===== src/rtl/pipeline_stall_ctrl.sv =====
// pipeline_stall_ctrl: consumer side of the hazard/forwarding path in the 5-stage pipeline.
// Latency: control outputs are combinational from state and inputs, so a request acts in the same cycle.
//          Performance counters and the timeout flag are registered.
// Backpressure: an outstanding data-memory access (mem_access & ~mem_ready) freezes the whole pipe and
//               overrides branch flushes, which in turn override hazard stalls.
//
// Ports:
//   clk, rst         pipeline clock (rising edge), asynchronous active-high reset
//   hazard_detected  load-use/branch hazard request -> stall PC and IF/ID, bubble ID/EX
//   branch_taken     EXE resolved a taken branch   -> flush IF/ID, bubble ID/EX
//   mem_access       MEM stage issues a data-memory access this cycle
//   mem_ready        data memory completes the access this cycle
//   freeze_pc, freeze_if_id, flush_if_id, bubble_id_ex, freeze_pipe   pipeline register controls
//   stall_cnt, flush_cnt   saturating counts of freeze_pc / flush_if_id cycles
//   mem_timeout      sticky flag, set when one memory wait lasts MEM_TIMEOUT cycles

module pipeline_stall_ctrl #(
  parameter int CNT_WIDTH    = 16,
  parameter int FLUSH_CYCLES = 1,    // 1..15
  parameter int MEM_TIMEOUT  = 255   // >= 1
) (
  input  logic                 clk,
  input  logic                 rst,
  input  logic                 hazard_detected,
  input  logic                 branch_taken,
  input  logic                 mem_access,
  input  logic                 mem_ready,
  output logic                 freeze_pc,
  output logic                 freeze_if_id,
  output logic                 flush_if_id,
  output logic                 bubble_id_ex,
  output logic                 freeze_pipe,
  output logic [CNT_WIDTH-1:0] stall_cnt,
  output logic [CNT_WIDTH-1:0] flush_cnt,
  output logic                 mem_timeout
);

  // ------------------------------------------------------------------
  // Local constants
  // ------------------------------------------------------------------
  localparam int             WAIT_W       = (MEM_TIMEOUT < 2) ? 1 : $clog2(MEM_TIMEOUT + 1);
  localparam logic [WAIT_W-1:0] WAIT_MAX  = WAIT_W'(MEM_TIMEOUT);
  localparam logic [3:0]     FLUSH_RELOAD = 4'(FLUSH_CYCLES - 1);
  // With a single flush cycle the branch cycle itself is the whole flush,
  // so the FLUSH state is never entered.
  localparam bit             MULTI_FLUSH  = (FLUSH_CYCLES > 1);

  typedef enum logic [1:0] {
    RUN      = 2'd0,
    MEM_WAIT = 2'd1,
    FLUSH    = 2'd2
  } state_e;

  // ------------------------------------------------------------------
  // State
  // ------------------------------------------------------------------
  state_e                state_q,     state_d;
  logic [3:0]            flush_ctr_q, flush_ctr_d;
  logic [WAIT_W-1:0]     wait_ctr_q,  wait_ctr_d;
  logic [CNT_WIDTH-1:0]  stall_cnt_q, stall_cnt_d;
  logic [CNT_WIDTH-1:0]  flush_cnt_q, flush_cnt_d;
  logic                  timeout_q,   timeout_d;

  // Raw (ungated) control decisions from the next-state logic
  logic freeze_pc_c;
  logic freeze_if_id_c;
  logic flush_if_id_c;
  logic bubble_id_ex_c;
  logic freeze_pipe_c;

  logic mem_stall;
  assign mem_stall = mem_access & ~mem_ready;

  // ------------------------------------------------------------------
  // Next-state and control decode
  // ------------------------------------------------------------------
  always_comb begin
    state_d        = state_q;
    flush_ctr_d    = flush_ctr_q;
    freeze_pc_c    = 1'b0;
    freeze_if_id_c = 1'b0;
    flush_if_id_c  = 1'b0;
    bubble_id_ex_c = 1'b0;
    freeze_pipe_c  = 1'b0;

    unique case (state_q)
      RUN: begin
        if (mem_stall) begin
          freeze_pc_c    = 1'b1;
          freeze_if_id_c = 1'b1;
          freeze_pipe_c  = 1'b1;
          state_d        = MEM_WAIT;
        end else if (branch_taken) begin
          // The instruction behind the branch is discarded, so a
          // simultaneous hazard request is irrelevant.
          flush_if_id_c  = 1'b1;
          bubble_id_ex_c = 1'b1;
          flush_ctr_d    = FLUSH_RELOAD;
          state_d        = MULTI_FLUSH ? FLUSH : RUN;
        end else if (hazard_detected) begin
          freeze_pc_c    = 1'b1;
          freeze_if_id_c = 1'b1;
          bubble_id_ex_c = 1'b1;
        end
      end

      MEM_WAIT: begin
        // The access is already outstanding; only completion matters here.
        if (!mem_ready) begin
          freeze_pc_c    = 1'b1;
          freeze_if_id_c = 1'b1;
          freeze_pipe_c  = 1'b1;
        end else begin
          // Completion cycle: the pipe advances and this cycle's branch or
          // hazard request is honoured exactly as in RUN.
          state_d = RUN;
          if (branch_taken) begin
            flush_if_id_c  = 1'b1;
            bubble_id_ex_c = 1'b1;
            flush_ctr_d    = FLUSH_RELOAD;
            state_d        = MULTI_FLUSH ? FLUSH : RUN;
          end else if (hazard_detected) begin
            freeze_pc_c    = 1'b1;
            freeze_if_id_c = 1'b1;
            bubble_id_ex_c = 1'b1;
          end
        end
      end

      FLUSH: begin
        if (mem_stall) begin
          // Memory wins; the remaining flush count is kept for later.
          freeze_pc_c    = 1'b1;
          freeze_if_id_c = 1'b1;
          freeze_pipe_c  = 1'b1;
        end else begin
          flush_if_id_c  = 1'b1;
          bubble_id_ex_c = 1'b1;
          if (branch_taken) begin
            flush_ctr_d = FLUSH_RELOAD;
          end else if (flush_ctr_q <= 4'd1) begin
            flush_ctr_d = 4'd0;
            state_d     = RUN;
          end else begin
            flush_ctr_d = flush_ctr_q - 4'd1;
          end
        end
      end

      default: begin
        state_d = RUN;
      end
    endcase
  end

  // ------------------------------------------------------------------
  // Output gating: nothing is requested while reset is held
  // ------------------------------------------------------------------
  assign freeze_pc    = freeze_pc_c    & ~rst;
  assign freeze_if_id = freeze_if_id_c & ~rst;
  assign flush_if_id  = flush_if_id_c  & ~rst;
  assign bubble_id_ex = bubble_id_ex_c & ~rst;
  assign freeze_pipe  = freeze_pipe_c  & ~rst;

  // ------------------------------------------------------------------
  // Wait counter, timeout flag and performance counters
  // ------------------------------------------------------------------
  logic [WAIT_W-1:0] wait_inc;

  always_comb begin
    // freeze_pipe marks every cycle spent waiting on memory, whichever state
    // we are in; the counter is zero in any other cycle, so the first wait
    // cycle always lands on 1.
    wait_inc    = (wait_ctr_q == WAIT_MAX) ? wait_ctr_q : wait_ctr_q + 1'b1;
    wait_ctr_d  = freeze_pipe ? wait_inc : '0;
    timeout_d   = timeout_q | (freeze_pipe && (wait_inc == WAIT_MAX));

    stall_cnt_d = stall_cnt_q;
    if (freeze_pc && (stall_cnt_q != {CNT_WIDTH{1'b1}})) begin
      stall_cnt_d = stall_cnt_q + 1'b1;
    end

    flush_cnt_d = flush_cnt_q;
    if (flush_if_id && (flush_cnt_q != {CNT_WIDTH{1'b1}})) begin
      flush_cnt_d = flush_cnt_q + 1'b1;
    end
  end

  always_ff @(posedge clk or posedge rst) begin
    if (rst) begin
      state_q     <= RUN;
      flush_ctr_q <= 4'd0;
      wait_ctr_q  <= '0;
      stall_cnt_q <= '0;
      flush_cnt_q <= '0;
      timeout_q   <= 1'b0;
    end else begin
      state_q     <= state_d;
      flush_ctr_q <= flush_ctr_d;
      wait_ctr_q  <= wait_ctr_d;
      stall_cnt_q <= stall_cnt_d;
      flush_cnt_q <= flush_cnt_d;
      timeout_q   <= timeout_d;
    end
  end

  assign stall_cnt   = stall_cnt_q;
  assign flush_cnt   = flush_cnt_q;
  assign mem_timeout = timeout_q;

endmodule


===== config.mk =====
export PLATFORM = sky130hd
export DESIGN_NAME = pipeline_stall_ctrl
export DESIGN_NICKNAME = d
export VERILOG_FILES = /design/src/rtl/pipeline_stall_ctrl.sv
export SDC_FILE = /design/constraint.sdc
export NUM_CORES = 1
export LEC_CHECK = 0
export ABC_AREA = 1
export CAP_MARGIN = 20
export CORE_UTILIZATION = 35
export CTS_CLUSTER_SIZE = 16
export DETAILED_ROUTE_END_ITERATION = 7
export GPL_ROUTABILITY_DRIVEN = 0
export GPL_TIMING_DRIVEN = 0
export PLACE_DENSITY = 0.65
export RECOVER_POWER = 100
export SETUP_SLACK_MARGIN = 0.4
export SKIP_CTS_REPAIR_TIMING = 1
export SLEW_MARGIN = 20
export SYNTH_ARGS = -nofsm -noshare
export SYNTH_HDL_FRONTEND = slang
export SYNTH_SLANG_ARGS = --single-unit

===== constraint.sdc =====
create_clock -name clk -period 3.9 [get_ports clk]
set_input_delay 0.78 -clock clk [delete_from_list [all_inputs] [get_ports clk]]
set_output_delay 0.78 -clock clk [all_outputs]
set_load 0.1 [all_outputs]

After elaboration in Yosys (flattened, before gate mapping)

Index checks and enable logic that the tools add are counted.

Bitwise operators: 8
Order comparisons: 1
$add $sub $neg: 4
Equal/unequal tests: 12
Reduce and logical (&&, ||, !) cells: 8
Mux-type cells: 33

Operator list:

| kind                                                                              | count |
|---|---|
| 16-bit by 1-bit adder with 16-bit output (second input constant)                  | 2 |
| 16-bit inequality test (second input constant)                                    | 2 |
| 4-bit 2-to-1 mux                                                                  | 6 |
| 8-bit equality test (second input constant)                                       | 2 |
| 8-bit 2-to-1 mux                                                                  | 2 |
| 1-bit 2-to-1 mux                                                                  | 13 |
| 2-bit 2-to-1 mux                                                                  | 6 |
| 4-bit case mux with 3 select lines                                                | 1 |
| 2-bit inequality test (second input constant)                                     | 5 |
| 1-bit case mux with 3 select lines                                                | 3 |
| 8-bit by 1-bit adder with 8-bit output (second input constant)                    | 1 |
| 2-bit case mux with 3 select lines                                                | 1 |
| 1-bit bitwise AND                                                                 | 5 |
| 5-bit AND reduction                                                               | 1 |
| 4-bit by 1-bit less-or-equal comparator with 1-bit output (second input constant) | 1 |
| 4-bit AND reduction                                                               | 1 |
| 4-bit by 1-bit subtractor with 4-bit output (second input constant)               | 1 |
| 1-bit logical AND                                                                 | 3 |
| 3-bit inequality test (second input constant)                                     | 1 |
| 3-bit nonzero test                                                                | 1 |
| 2-bit by 1-bit equality test with 1-bit output (second input constant)            | 1 |
| 2-bit equality test (second input constant)                                       | 1 |
| 2-bit zero test                                                                   | 1 |
| 1-bit NOT                                                                         | 2 |
| 3 further kinds                                                                   | 3 |

Input port bits: 6
Bits in registers: 47
Output and inout port bits: 38
Word-level logic and storage cells: 72

Depth between registers and ports, before layout

Gate-level depths: netlist of the first run.

Depth after elaboration: 7
Depth in mapped cells: 11
Mapped depth without buffers: 11

Worst setup path before layout of the first run

Ideal clock, no wire load.

Kind: in2out
Start point: in rst
End point: out flush_if_id
Stages: 3
Path buffers: 0
Required time: 3120 ps
Setup slack: -260 ps
Arrival time: 3380 ps
Path through: inv_1 > o21ai_0 > nor2_1

Word-level cells in the longest chain between the ends: 2

RTL lines:

| element           | RTL line | RTL |
|---|---|---|
| from (decl)       | 23       | `input logic rst,` |
| 1-bit NOT         | 161      | `assign flush_if_id = flush_if_id_c & ~rst;` |
| 1-bit bitwise AND | 161      |  |
| to (decl)         | 30       | `output logic flush_if_id,` |

Every way passes these cells.

Worst setup path after layout of the first run

Start point: in rst
End point: out freeze_if_id

Word-level cells in the longest chain between the ends: 2

RTL lines:

| element           | RTL line | RTL |
|---|---|---|
| 1-bit NOT         | 160      | `assign freeze_if_id = freeze_if_id_c & ~rst;` |
| 1-bit bitwise AND | 160      |  |
| to (decl)         | 29       | `output logic freeze_if_id,` |

Every way passes these cells.

==> results of run 1 <==
-- logic make-up after synthesis --
| family | Yosys count |
|---|---|
| flip-flops | 42 |
| XOR/XNOR | 18 |
| buffers and inverters | 40 |
| adder cells (fa/ha/maj) | 3 |
| AO/OA/AOI/OAI | 27 |
| AND/OR/NAND/NOR | 208 |
-- final cells by class --
cell class | count | area share
repair buffers | 44 | 0.134
plain buffers | 6 | 0.00895
clock inverters | 1 | 0.00163
clock buffers | 7 | 0.0281
multi-input cells | 256 | 0.403
flip-flops and latches | 42 | 0.342
inverters | 34 | 0.0427
well taps | 96 | 0.0391
-- metrics by stage --
stage | TNS, ns | worst slack (ns) | cells | total power [W]
after floorplan | 0 | 0.575 | 338 | 0.00126
after global placement | -3.48 | -0.865 | 477 | 0.00145
after detailed placement | -3.43 | -0.853 | 477 | 0.00146
after CTS | -3.49 | -0.864 | 485 | 0.00177
after global routing | 0 | 0.214 | 486 | 0.00180
final | 0 | 0.337 | 486 | 0.00171
-- routing by layer --
layer,part of all wire,vias up
met5,0,-
met4,0.011,0
met3,0.051,6
met2,0.47,60
met1,0.47,1056
li1,-,1176
-- state kept, by name, indices dropped and copies added, names as in the netlist --
name,flops
state_q,1
stall_cnt,16
mem_timeout,1
wait_ctr_q,8
flush_cnt,16
-- placed cells by master, fill, tap and decap left out --
cell type,netlist,layout
nand2_1,116,117
dfrtp_1,42,42
dlygate4sd3_1,0,35
nor2_1,33,32
inv_1,30,31
nand3_1,27,27
o21ai_0,15,18
nor3_1,9,9
clkbuf_1,0,9
xor2_1,9,9
xnor2_1,9,9
nand4_1,7,7
clkbuf_8,0,6
a21oi_1,5,5
nor2_2,3,4
nand3b_1,4,4
nand2_2,4,3
ha_1,3,3
clkdlybuf4s50_1,0,3
nor2_4,2,2
inv_2,4,2
nand3_2,1,1
clkinvlp_4,0,1
o21ai_2,4,1
o21ai_1,1,1
and2_0,0,1
o21bai_1,1,1
buf_2,1,1
a31oi_1,1,1
nor4_1,1,1
buf_4,4,1
clkinv_2,0,1
clkbuf_2,0,1
dlymetal6s2s_1,0,1
-- where the power goes --
group          switching, W  internal, W
Sequential        0.0000800     0.000502
Combinational      0.000670     0.000158
Clock              0.000156     0.000143
-- worst max-delay path, cell delays in order --
cell and delay [ns]:
dlygate4sd3_1 0.57, clkinvlp_4 0.21, nand2_2 0.18, nand2_1 0.15
clkbuf_1 0.88
-- final timing paths --
check                                         start                   endpoint  slack, ns  depth (start not counted)
min in group asynchronous                       rst  stall_cnt[12]$_DFFE_PP0P_       0.90                          2
setup reg to reg           flush_cnt[0]$_DFFE_PP0P_  flush_cnt[11]$_DFFE_PP0P_       1.78                         10
hold reg to reg               mem_timeout$_DFF_PP0_      mem_timeout$_DFF_PP0_       0.51                          2
setup / recovery                                rst               freeze_if_id       0.34                          5
hold / removal                mem_timeout$_DFF_PP0_      mem_timeout$_DFF_PP0_       0.51                          2
max in group asynchronous                       rst   flush_cnt[2]$_DFFE_PP0P_       1.04                          3
==> impl_metrics.csv, run 1 <==
group,metric,value,unit
outcome,status,"complete, but fails checks",
outcome,violations,"capacitance limit, slew limit",
sta,finalHoldWorstSlack,0.507,ns
global_routing,grt_pass1_wl,9.76,mm
detailed_routing,via_per_inst,4.73,
global_routing,grtUsageTotal,0.164,
global_routing,grt_max_degree,46,
sta,grt_setup_unrepaired,"true",
detailed_routing,firstDrtPassIters,4,
global_routing,met2_usage,0.269,
floorplan,pin_count,44,
sta,setup_violations,0,
floorplan,die_x,86.1,um
detailed_routing,ant_nets,0,
place,port_buffers,43,
critical_path,cp_data_required_time,3.12,ns
global_routing,overflow,0,
sta,slew_headroom,-0.218,
synthesis,synth_edf_count,0,
clock_tree,clock_latency,0.30,ns
global_routing,antenna_found_initial,0,
power_and_ir_drop,irDropWorstVdd,487,uV
global_routing,grt_pass1_vias,2202,
synthesis,synth_area_leaders,"dfrtp_1 42%, nand2_1 18%, nand3_1 5.5%, nor2_1 5.0%, inv_1 4.5%",
detailed_routing,drc,0,
floorplan,fp-row-count,30,
detailed_routing,drt-total-wl,5.62,mm
power_and_ir_drop,power.density,556,nW/um2
cells_and_area,multiInputGateArea,1240,um2
sta,hold_viol_final,0,
place,dpl-instance-area,3040,um2
clock_tree,cts_sinks,42,
synthesis,synth_area,2480,um2
synthesis,synth.mux.area_fraction,0,
synthesis,synthAdderAreaFrac,0.0152,
global_routing,grt_util_met1,0.215,
critical_path,cp-end-kind,"primary output",
cells_and_area,nFillCells,696,
cells_and_area,drive_above_1_share,0.0615,
detailed_routing,routedWlPerCell,11.6,um
hold_path,hp-class,"flop to flop",
global_routing,grt.met3_usage,0.0404,
synthesis,yosysTopAreaCell,"dfrtp_1",
synthesis,syn_avg_cell_area,7.33,um2
cells_and_area,regArea,1050,um2
synthesis,syn-num-nets,347,
synthesis,synth_commonest_cells,"116 x nand2_1, 42 x dfrtp_1, 33 x nor2_1, 30 x inv_1, 27 x nand3_1",
sta,skew,0.00671,ns
critical_path,critPathKind,"input pin to primary output",
detailed_routing,drtIter0Drc,108,
clock_tree,cts_made_buffers,5,
synthesis,synth-compound-area-share,0.0622,
synthesis,ys_ff_latch,42,
clock_tree,htreeDepth,2,
place,hpwl,4.11,mm
synthesis,synth_top_family_by_area,"simple AND/OR/NAND/NOR gates",
floorplan,core_region_area,6830,um2
cells_and_area,area_growth,24.2,%
synthesis,synth_most_common_cell,"nand2_1",
floorplan,die_h,86.1,um
synthesis,synth_xor_area_frac,0.0637,
detailed_routing,vias,2298,
cells_and_area,layout.nets,398,
sta,slew_violations,35,
synthesis,netlist_instances,338,
synthesis,yosys.area_share.simple,0.364,
global_routing,grt_busiest_layer,"met2",
synthesis,synth_warnings,0,
sta,clock.fmax,0.281,GHz
clock_tree,clock_tree.root_cell,"clkbuf_8",
cells_and_area,post-route-util,0.450,
power_and_ir_drop,p_leak,1.43,nW
clock_tree,cts.reportedPaths.clkPinSlew,0.08,ns
floorplan,fp.dieArea,7410,um2
job,drv_cap,1,
clock_tree,cts_tree,"built",
cells_and_area,diodes,0,
critical_path,crit_path_max_fanout,12,
synthesis,ys.flop_type,"dfrtp_1",
critical_path,startpoint_type,"input pin",
synthesis,async_flop_share,1.00,
sta,min_period,3.56,ns
synthesis,yosys.area.top_type_share,0.424,
synthesis,seq_area_frac_synth,0.424,
cells_and_area,final_area,3070,um2
synthesis,ys_types,27,
floorplan,start_util,0.362,
clock_tree,cts.path.max_buffers,2,
sta,post-route-period-util,0.914,
sta,tightest_slew,1.83,ns
critical_path,worstPathArrival,2.78,ns
No activity file was read; power rests on OpenSTA's default activity.
==> inputs of run 2 (changes only) <==
==> constraint.sdc (replaced) <==
create_clock -name clk -period 4.3 [get_ports clk]
set_input_delay 0.86 -clock clk [delete_from_list [all_inputs] [get_ports clk]]
set_output_delay 0.86 -clock clk [all_outputs]
set_load 0.1 [all_outputs]
==> impl_metrics.csv, run 2 (synthesis gave the netlist of run 1 again) <==
group,metric,value,unit
hold_path,min_to,"mem_timeout$_DFF_PP0_",
place,hpwl,4.19,mm
global_routing,grt_pass1_wl,9.74,mm
power_and_ir_drop,irDropWorstVdd,460,uV
job,drv_cap,0,
floorplan,die_h,86.1,um
critical_path,crit_path_max_fanout,35,
sta,slew_headroom,0.219,
global_routing,antenna_found_initial,0,
clock_tree,cts_tree,"built",
detailed_routing,drtIter0Drc,138,
detailed_routing,ant_nets,0,
clock_tree,cts_sinks,42,
hold_path,min_from,"mem_timeout$_DFF_PP0_",
clock_tree,clock_latency,0.29,ns
detailed_routing,via_per_inst,4.79,
detailed_routing,firstDrtPassIters,4,
clock_tree,htreeDepth,2,
sta,tightest_slew,1.18,ns
floorplan,core_region_area,6830,um2
clock_tree,cts.path.max_buffers,2,
detailed_routing,routedWlPerCell,11.7,um
sta,skew,0.00370,ns
critical_path,timing.reg2reg.worst_path_depth,11,
critical_path,critPathKind,"input pin to primary output",
cells_and_area,final_cell_mix,"117 x nand2_1, 42 x dfrtp_1, 35 x dlygate4sd3_1",
clock_tree,cts_made_buffers,5,
clock_tree,clock_tree.root_cell,"clkbuf_8",
detailed_routing,drt-total-wl,5.69,mm
cells_and_area,final_common_cell,"nand2_1",
floorplan,fp-row-count,30,
floorplan,fp.dieArea,7410,um2
floorplan,die_x,86.1,um
sta,hold_viol_final,0,
place,dpl-instance-area,3030,um2
cells_and_area,diodes,0,
place,port_buffers,43,
critical_path,cp-end-kind,"primary output",
place,dp_cells,477,
sta,setup_violations,0,
critical_path,startpoint,"rst",
sta,clock.fmax,0.251,GHz
sta,slew_violations,0,
cells_and_area,final_area,3110,um2
hold_path,hp-class,"flop to flop",
global_routing,grtUsageTotal,0.164,
sta,finalHoldWorstSlack,0.463,ns
critical_path,startpoint_type,"input pin",
critical_path,worstPathArrival,3.13,ns
cells_and_area,drive_above_1_share,0.0641,
clock_tree,cts.reportedPaths.clkPinSlew,0.08,ns
outcome,status,"finished, final reports clean",
critical_path,reg2reg_to,"flush_cnt[2]$_DFFE_PP0P_",
detailed_routing,drc,0,
critical_path,regToRegStartpoint,"flush_cnt[0]$_DFFE_PP0P_",
detailed_routing,vias,2330,
hold_path,min_path_cells,2,
power_and_ir_drop,p_total,0.00158,W
cells_and_area,layout.nets,398,
sta,min_period,3.99,ns
critical_path,cp_data_required_time,3.44,ns
cells_and_area,area_growth,25.5,%
critical_path,rrSetupSlack,2.21,ns
sta,grt_setup_unrepaired,"true",
global_routing,grt_max_degree,46,
sta,post-route-period-util,0.928,
power_and_ir_drop,p_leak,1.45,nW
floorplan,pin_count,44,
floorplan,start_util,0.362,
cells_and_area,layout.cells.non_filler,486,
power_and_ir_drop,power.density,508,nW/um2
global_routing,grt_pass1_vias,2116,
global_routing,overflow,0,
-- run 2: worst max path at each step --
stage | endpoint | slack, ns | cells after the start
6_report | freeze_if_id | 0.31 | 6
5_1_grt | flush_if_id | 0.17 | 6
3_3_place_gp | freeze_pc | -0.66 | 6
3_5_place_dp | freeze_pc | -0.66 | 6
4_1_cts | freeze_pc | -0.67 | 6
2_1_floorplan | freeze_pc | 0.48 | 4
-- run 2: through the flow --
step                utilization  setup WS, ns  TNS (ns)
floorplan                     -         0.476         0
global placement          0.444        -0.663     -2.27
detailed placement        0.444        -0.658     -2.18
CTS                       0.460        -0.668     -2.23
global route              0.455         0.174         0
finish                    0.455         0.308         0
-- run 2: critical path: stages --
cell           delay (ns)
dlygate4sd3_1        0.57
clkinvlp_4           0.23
buf_12               0.25
nand2_2              0.18
nand2_1              0.16
clkbuf_1             0.88
-- run 2: final cells by class --
| type | count | area (um2) |
|---|---|---|
| Fill cell | 724 | 3720 |
| Multi-Input combinational cell | 256 | 1240 |
| Sequential cell | 42 | 1050 |
| Timing Repair Buffer | 44 | 429 |
| Inverter | 34 | 131 |
| Tap cell | 96 | 120 |
| Clock buffer | 8 | 110 |
| Buffer | 6 | 27.5 |
-- run 2: layer usage --
layer | wire [um] | global-route usage | share of wire | vias up
met4 | 64 | 0.0515 | 0.011 | 0
met5 | 0 | 0 | 0 | -
met2 | 2660 | 0.273 | 0.47 | 50
met1 | 2730 | 0.216 | 0.48 | 1087
li1 | - | - | - | 1184
met3 | 231 | 0.0308 | 0.041 | 9
-- run 2: where the power goes --
group	total (W)	switching, W	internal, W	leakage, nW
Combinational	0.000751	0.000606	0.000145	0.834
Clock	0.000299	0.000136	0.000162	0.0575
Sequential	0.000529	0.0000734	0.000456	0.554
Total	0.00158	0.000816	0.000763	1.45
